===== config.mk =====
export PLATFORM = sky130hd
export DESIGN_NAME = servant_mem_arbiter_flat
export DESIGN_NICKNAME = d
export VERILOG_FILES = /design/src/rtl/servant_mem_arbiter_if.sv /design/src/rtl/servant_mem_arbiter.sv /design/src/flat_wrapper.sv
export SDC_FILE = /design/constraint.sdc
export NUM_CORES = 1
export LEC_CHECK = 0
export BUFFER_PORTS_ARGS = -buffer_cell sky130_fd_sc_hd__buf_2
export CAP_MARGIN = 20
export CORE_AREA = 2 2 118 120
export CTS_CLUSTER_DIAMETER = 60
export CTS_CLUSTER_SIZE = 28
export DETAILED_ROUTE_END_ITERATION = 16
export DIE_AREA = 0 0 120 122
export GPL_ROUTABILITY_DRIVEN = 0
export SLEW_MARGIN = 15
export SYNTH_ARGS = -nofsm -noshare
export SYNTH_HDL_FRONTEND = slang
export SYNTH_SLANG_ARGS = --single-unit

===== constraint.sdc =====
create_clock -name i_wb_clk -period 1.49 [get_ports i_wb_clk]
set_input_delay 0.298 -clock i_wb_clk [delete_from_list [all_inputs] [get_ports i_wb_clk]]
set_output_delay 0.298 -clock i_wb_clk [all_outputs]
set_load 0.02 [all_outputs]

===== src/rtl/servant_mem_arbiter_if.sv =====
// Bus bundle for servant_mem_arbiter: both master ports plus the shared memory slave port.
// The slave modport is the arbiter's own view; the master modport is the surrounding system.
interface servant_mem_arbiter_if;
    logic [31:0] i_m0_adr;
    logic [31:0] i_m0_dat;
    logic        i_m0_we;
    logic        i_m0_cyc;
    logic [31:0] o_m0_rdt;
    logic        o_m0_ack;

    logic [31:0] i_m1_adr;
    logic [31:0] i_m1_dat;
    logic        i_m1_we;
    logic        i_m1_cyc;
    logic [31:0] o_m1_rdt;
    logic        o_m1_ack;

    logic [31:0] o_s_adr;
    logic [31:0] o_s_dat;
    logic        o_s_we;
    logic        o_s_cyc;
    logic [31:0] i_s_rdt;
    logic        i_s_ack;

    modport slave (
        input  i_m0_adr, i_m0_dat, i_m0_we, i_m0_cyc,
        output o_m0_rdt, o_m0_ack,
        input  i_m1_adr, i_m1_dat, i_m1_we, i_m1_cyc,
        output o_m1_rdt, o_m1_ack,
        output o_s_adr, o_s_dat, o_s_we, o_s_cyc,
        input  i_s_rdt, i_s_ack
    );

    modport master (
        output i_m0_adr, i_m0_dat, i_m0_we, i_m0_cyc,
        input  o_m0_rdt, o_m0_ack,
        output i_m1_adr, i_m1_dat, i_m1_we, i_m1_cyc,
        input  o_m1_rdt, o_m1_ack,
        input  o_s_adr, o_s_dat, o_s_we, o_s_cyc,
        output i_s_rdt, i_s_ack
    );
endinterface


===== src/rtl/servant_mem_arbiter.sv =====
// Round-robin two-master Wishbone arbiter for the servant data memory port, one idle slave cycle per transaction.
// Define ARB_TIMEOUT_EN to add a TIMEOUT_CYCLES slave-cycle budget with forced completion (rdt 32'hDEADBEEF).
module servant_mem_arbiter #(
    parameter int unsigned TIMEOUT_CYCLES = 15
) (
    input  logic                  i_wb_clk,
    input  logic                  i_wb_rst_n,
    servant_mem_arbiter_if.slave  bus,
    output logic [1:0]            o_grant,
    output logic                  o_timeout
);

    typedef enum logic [1:0] {
        IDLE    = 2'd0,
        BUSY    = 2'd1,
        RECOVER = 2'd2
    } state_t;

    state_t      state;
    logic [1:0]  grant;
    logic [1:0]  served;
    logic        last;

    logic [1:0]  req;
    logic [1:0]  avail;
    logic        busy;
    logic        own_cyc;
    logic        done;
    logic        abort;
    logic        expire;
    logic        ack_any;
    logic [31:0] rdt;

    assign req     = {bus.i_m1_cyc, bus.i_m0_cyc};
    // The master served (or aborted) just before RECOVER is masked there.
    assign avail   = req & ~served;
    assign busy    = (state == BUSY);
    assign own_cyc = |(grant & req);
    assign done    = busy & bus.i_s_ack;
    assign abort   = busy & ~own_cyc & ~bus.i_s_ack;
    assign ack_any = done | expire;

`ifdef ARB_TIMEOUT_EN
    logic [7:0] cnt;

    // A real ack in the expiry cycle takes priority over the forced completion.
    assign expire = busy & own_cyc & ~bus.i_s_ack & (cnt == 8'(TIMEOUT_CYCLES - 1));

    always_ff @(posedge i_wb_clk) begin
        if (!i_wb_rst_n) begin
            cnt <= '0;
        end else if (busy) begin
            cnt <= cnt + 8'd1;
        end else begin
            cnt <= '0;
        end
    end
`else
    logic unused_cfg;

    assign expire     = 1'b0;
    assign unused_cfg = ^TIMEOUT_CYCLES;
`endif

    assign bus.o_s_adr  = grant[1] ? bus.i_m1_adr : bus.i_m0_adr;
    assign bus.o_s_dat  = grant[1] ? bus.i_m1_dat : bus.i_m0_dat;
    assign bus.o_s_we   = grant[1] ? bus.i_m1_we  : bus.i_m0_we;
    assign bus.o_s_cyc  = busy & own_cyc;

    assign rdt          = expire ? 32'hDEADBEEF : bus.i_s_rdt;
    assign bus.o_m0_rdt = rdt;
    assign bus.o_m1_rdt = rdt;
    assign bus.o_m0_ack = ack_any & grant[0];
    assign bus.o_m1_ack = ack_any & grant[1];

    assign o_grant      = grant;
    assign o_timeout    = expire;

    always_ff @(posedge i_wb_clk) begin
        if (!i_wb_rst_n) begin
            state  <= IDLE;
            grant  <= '0;
            served <= '0;
            last   <= 1'b1;
        end else begin
            case (state)
                IDLE: begin
                    if (|req) begin
                        state <= BUSY;
                        if (&req) begin
                            grant <= last ? 2'b01 : 2'b10;
                        end else begin
                            grant <= req;
                        end
                    end
                end
                BUSY: begin
                    if (ack_any) begin
                        last   <= grant[1];
                        served <= grant;
                        grant  <= '0;
                        state  <= RECOVER;
                    end else if (abort) begin
                        served <= grant;
                        grant  <= '0;
                        state  <= RECOVER;
                    end
                end
                RECOVER: begin
                    if (|avail) begin
                        grant <= avail;
                        state <= BUSY;
                    end else begin
                        state <= IDLE;
                    end
                end
                default: begin
                    grant <= '0;
                    state <= IDLE;
                end
            endcase
        end
    end

endmodule


===== src/flat_wrapper.sv =====
// flat-port wrapper written by rule: the top's interface ports become plain ports
module servant_mem_arbiter_flat 
#(
    parameter int unsigned TIMEOUT_CYCLES = 15
)
  (i_wb_clk, i_wb_rst_n, o_grant, o_timeout, bus_i_m0_adr, bus_i_m0_dat, bus_i_m0_we, bus_i_m0_cyc, bus_o_m0_rdt, bus_o_m0_ack, bus_i_m1_adr, bus_i_m1_dat, bus_i_m1_we, bus_i_m1_cyc, bus_o_m1_rdt, bus_o_m1_ack, bus_o_s_adr, bus_o_s_dat, bus_o_s_we, bus_o_s_cyc, bus_i_s_rdt, bus_i_s_ack);
  servant_mem_arbiter_if bus_i ();
  input  logic i_wb_clk;
  input  logic i_wb_rst_n;
  output logic [1:0] o_grant;
  output logic o_timeout;
  input wire logic [$bits(bus_i.i_m0_adr)-1:0] bus_i_m0_adr;
  input wire logic [$bits(bus_i.i_m0_dat)-1:0] bus_i_m0_dat;
  input wire logic [$bits(bus_i.i_m0_we)-1:0] bus_i_m0_we;
  input wire logic [$bits(bus_i.i_m0_cyc)-1:0] bus_i_m0_cyc;
  output wire logic [$bits(bus_i.o_m0_rdt)-1:0] bus_o_m0_rdt;
  output wire logic [$bits(bus_i.o_m0_ack)-1:0] bus_o_m0_ack;
  input wire logic [$bits(bus_i.i_m1_adr)-1:0] bus_i_m1_adr;
  input wire logic [$bits(bus_i.i_m1_dat)-1:0] bus_i_m1_dat;
  input wire logic [$bits(bus_i.i_m1_we)-1:0] bus_i_m1_we;
  input wire logic [$bits(bus_i.i_m1_cyc)-1:0] bus_i_m1_cyc;
  output wire logic [$bits(bus_i.o_m1_rdt)-1:0] bus_o_m1_rdt;
  output wire logic [$bits(bus_i.o_m1_ack)-1:0] bus_o_m1_ack;
  output wire logic [$bits(bus_i.o_s_adr)-1:0] bus_o_s_adr;
  output wire logic [$bits(bus_i.o_s_dat)-1:0] bus_o_s_dat;
  output wire logic [$bits(bus_i.o_s_we)-1:0] bus_o_s_we;
  output wire logic [$bits(bus_i.o_s_cyc)-1:0] bus_o_s_cyc;
  input wire logic [$bits(bus_i.i_s_rdt)-1:0] bus_i_s_rdt;
  input wire logic [$bits(bus_i.i_s_ack)-1:0] bus_i_s_ack;
  assign bus_i.i_m0_adr = bus_i_m0_adr;
  assign bus_i.i_m0_dat = bus_i_m0_dat;
  assign bus_i.i_m0_we = bus_i_m0_we;
  assign bus_i.i_m0_cyc = bus_i_m0_cyc;
  assign bus_o_m0_rdt = bus_i.o_m0_rdt;
  assign bus_o_m0_ack = bus_i.o_m0_ack;
  assign bus_i.i_m1_adr = bus_i_m1_adr;
  assign bus_i.i_m1_dat = bus_i_m1_dat;
  assign bus_i.i_m1_we = bus_i_m1_we;
  assign bus_i.i_m1_cyc = bus_i_m1_cyc;
  assign bus_o_m1_rdt = bus_i.o_m1_rdt;
  assign bus_o_m1_ack = bus_i.o_m1_ack;
  assign bus_o_s_adr = bus_i.o_s_adr;
  assign bus_o_s_dat = bus_i.o_s_dat;
  assign bus_o_s_we = bus_i.o_s_we;
  assign bus_o_s_cyc = bus_i.o_s_cyc;
  assign bus_i.i_s_rdt = bus_i_s_rdt;
  assign bus_i.i_s_ack = bus_i_s_ack;
  servant_mem_arbiter #(.TIMEOUT_CYCLES(TIMEOUT_CYCLES)) u_core (.i_wb_clk(i_wb_clk), .i_wb_rst_n(i_wb_rst_n), .bus(bus_i), .o_grant(o_grant), .o_timeout(o_timeout));
endmodule

==> metrics.txt <==
outcome=finished with violations; violations in the final reports=negative setup slack; # DRC=0; area share of the leading cell type in the synthesized netlist=0.4245; first-pass GRT wire length=a little over 8000 microns; initial core utilization=0.1277; Routed Wire Length=6308 microns; Period Utilization, post-route=1.119; Max stage delay cell, worst path=sky130_fd_sc_hd__dfxtp_4; per-cell via count in the routed design=3.605; footprint of the flip-flops and latches=145.1 sq um; Static Leak=about 1.4 nW; P&R area growth vs syn=57.69%; Netlist Area Pre-Place=1724 sq um; fraction of registers with async set or reset after synthesis=0; Num CTS Buffers=3; Min-Delay Path Class=in -> reg; Worst setup SP type=flip-flop; share of the synthesized netlist area taken by xor and xnor gates=0; peak clock frequency supported by timing=between 500 and 600 MHz; Post-Synth Adder-Cell Area=0; Die Area=14640 sq um; top cell family by delay on the critical path=buffers and inverters; count of input and output buffers=between 200 and 250; largest net degree at the start of global routing=36; Worst Reg-to-Reg Cells=4; area fraction in compound gates after synthesis=0.07983; Hold Crit Start=i_wb_rst_n; antenna violations before repair=0; CP arrival=1370 ps; flop and latch count out of synthesis=7; crit end category=primary output; Post-Place Cells=approximately 500; worst path buffer plus inverter count=3; # rows=between 40 and 50; H-tree level count=1; number of synthesized flops with an enable pin=0; average detailed-routed wire length per instance=12.34 microns; fraction of final layout cells sized beyond drive strength 1=0.8671; clock insertion delay at the later pin of the skew report=roughly 230 ps; residual antenna-violating net count after detailed routing=0; main combinational cell family by area after synthesis=multiplexers; category of the critical setup timing path=reg -> out; overall via count from detail_route=1842; library cell with the largest summed area after synthesis=sky130_fd_sc_hd__mux2_2; count of cell types in the netlist=31; Period minus WS final=1667 ps; sequential-to-total area share from yosys stat=0.08128; core footprint=between 10000 and 15000 sq um; post-synthesis share of cell area spent on and, or, nand and nor gates=0.07692; Pwr per Cell Area=596.7 nW/um^2; clk sinks=7; capture point of the worst reg-to-reg path=u_core.state[0]; number of filler cells placed in the layout=1510; total gr overflow=0; RSZ-0062 raised after global routing=true; Net count, final=499; CTS tree=built; Required @ worst endpoint=1190 ps; worst hold endpoint=u_core.last; Reg2Reg Setup Slack=380 ps; via count of the first global-routing pass=1633; final worst hold slack=333.5 ps; RR Startpoint=u_core.o_grant[1]; cell-by-cell listing of the critical path=buf_12 > buf_16 > mux2_2 > buf_2; Top Ports=a little over 300; share of synthesized area spent on multiplexers=0.4245; Inserted Diodes=0; count of mapped cells out of synthesis=189; maximum cell stage delay along the critical path=380 ps; mean instance size in the synthesized netlist=9.123 sq um; Yosys warning total=0; number of max-slew violations in the final report=0; Clock Skew=slightly above 2 ps; number of iterations in the first detailed-routing pass=4; final setup TNS=-9524 ps; non-filler instance count after layout=511; leading cell types by total area after synthesis=sky130_fd_sc_hd__mux2_2 (42%), sky130_fd_sc_hd__buf_4 (31%), sky130_fd_sc_hd__dfxtp_1 (8.1%), sky130_fd_sc_hd__buf_6 (2.0%), sky130_fd_sc_hd__nand2_1 (1.3%); die width=between 100 and 150 microns; clock buffer depth=2; Final Instance Area=roughly 2700 sq um; area occupied by multi-input gates=between 1000 and 1500 sq um; area post-placement=2452 sq um; vertical extent of the die=122 microns; placed wire-length estimate after detailed placement=4943 microns; number of maximum-capacitance violations=0; worst-case vdd ir drop=around 660 uV; clock slew at reported path FFs=about 40 ps; initial DRC count=71; buffer cell driving the clock tree root=sky130_fd_sc_hd__clkbuf_16; total routing usage reported by global routing=0.06939; Final WS setup=-177.1 ps; depth of the worst hold-timing path=2; number of failing hold endpoints at the final stage=0; commonest register cell after synthesis=sky130_fd_sc_hd__dfxtp_1; critical path peak fanout=10; count of final setup violators=66; Synth Net Count=between 300 and 400
## state kept, by name, indices dropped and copies added (netlist names)
| signal | flops |
|---|---|
| u_core.o_grant | 2 |
| u_core.served | 2 |
| u_core.state | 2 |
| u_core.last | 1 |
## metrics by stage
stage,setup slack [ps],util,total power [W]
2_1_floorplan,36.17,-,0.0009808
3_3_place_gp,61.08,0.1816,0.001066
3_5_place_dp,58.30,0.1816,0.001071
4_1_cts,-181.9,0.1940,0.001588
5_1_grt,-214.6,0.2013,0.001703
6_report,-177.1,0.2013,0.001622
## final cells by class
type,count,share of cell area
sequential,7,0.05338
timing repair buffer,213,0.4501
inverter,1,0.001381
tap,180,0.08283
multi-input combinational,106,0.3833
clock buffer,4,0.02899
## cells in the final DEF, fill, tap and decap left out, types with 2 or more instances in the layout
cell type,instances
sky130_fd_sc_hd__nand2_1,6
sky130_fd_sc_hd__o211a_1,2
sky130_fd_sc_hd__buf_16,2
sky130_fd_sc_hd__mux2_4,9
sky130_fd_sc_hd__clkbuf_16,3
sky130_fd_sc_hd__buf_2,193
sky130_fd_sc_hd__a311o_1,2
sky130_fd_sc_hd__buf_6,8
sky130_fd_sc_hd__a21oi_1,3
sky130_fd_sc_hd__nand2b_1,2
sky130_fd_sc_hd__buf_12,3
sky130_fd_sc_hd__o211ai_1,2
sky130_fd_sc_hd__buf_4,7
sky130_fd_sc_hd__nand3_1,3
sky130_fd_sc_hd__mux2_2,56
sky130_fd_sc_hd__dfxtp_1,5
sky130_fd_sc_hd__and3_1,2
## worst max path at each step
stage	from	to	slack, ps	depth (start not counted)
detailed placement	u_core.o_grant[1]	bus_o_s_adr[14]	60	3
CTS	u_core.o_grant[1]	bus_o_s_adr[21]	-180	4
finish	u_core.o_grant[1]	bus_o_s_adr[21]	-180	4
global route	u_core.o_grant[1]	bus_o_s_adr[2]	-210	3
global placement	u_core.o_grant[1]	bus_o_s_adr[14]	60	3
floorplan	u_core.o_grant[1]	bus_o_s_adr[0]	40	3
## per-layer routing
layer	routed length, microns	GRT usage	vias up
met5	0	0	-
met4	77	0.01912	0
met3	576	0.01826	11
met2	3165	0.1126	96
met1	2488	0.09073	851
li1	-	-	884
## cell usage after synthesis, types with 3 or more instances
| cell | instances |
|---|---|
| sky130_fd_sc_hd__a21oi_1 | 3 |
| sky130_fd_sc_hd__buf_4 | 72 |
| sky130_fd_sc_hd__buf_6 | 3 |
| sky130_fd_sc_hd__dfxtp_1 | 7 |
| sky130_fd_sc_hd__mux2_2 | 65 |
| sky130_fd_sc_hd__nand2_1 | 6 |
| sky130_fd_sc_hd__nand3_1 | 3 |
## logic make-up (layout without fill, tap and decap cells)
| group | Yosys count | after routing |
|---|---|---|
| buffers and inverters | 76 | 218 |
| multiplexers | 65 | 65 |
| AND/OR/NAND/NOR | 22 | 22 |
| AO/OA/AOI/OAI | 18 | 18 |
| flip-flops | 7 | 7 |
| other | 1 | 1 |
## report_power, final
group	switching, W	total, W	internal [W]
combinational	0.000453	0.000933	0.000481
clock	0.000111	0.000468	0.000357
sequential	0.0000168	0.000221	0.000205
total	0.000580	0.00162	0.00104
## repair_timing
action | 4_1_cts | 5_1_grt
hold buffers | 0 | 0
gates cloned | 2 | 0
setup endpoints to repair | 68 | 68
gates resized for setup | 7 | 26
setup buffers | 1 | 2
Note: power is estimated with default switching activity, not from simulation.
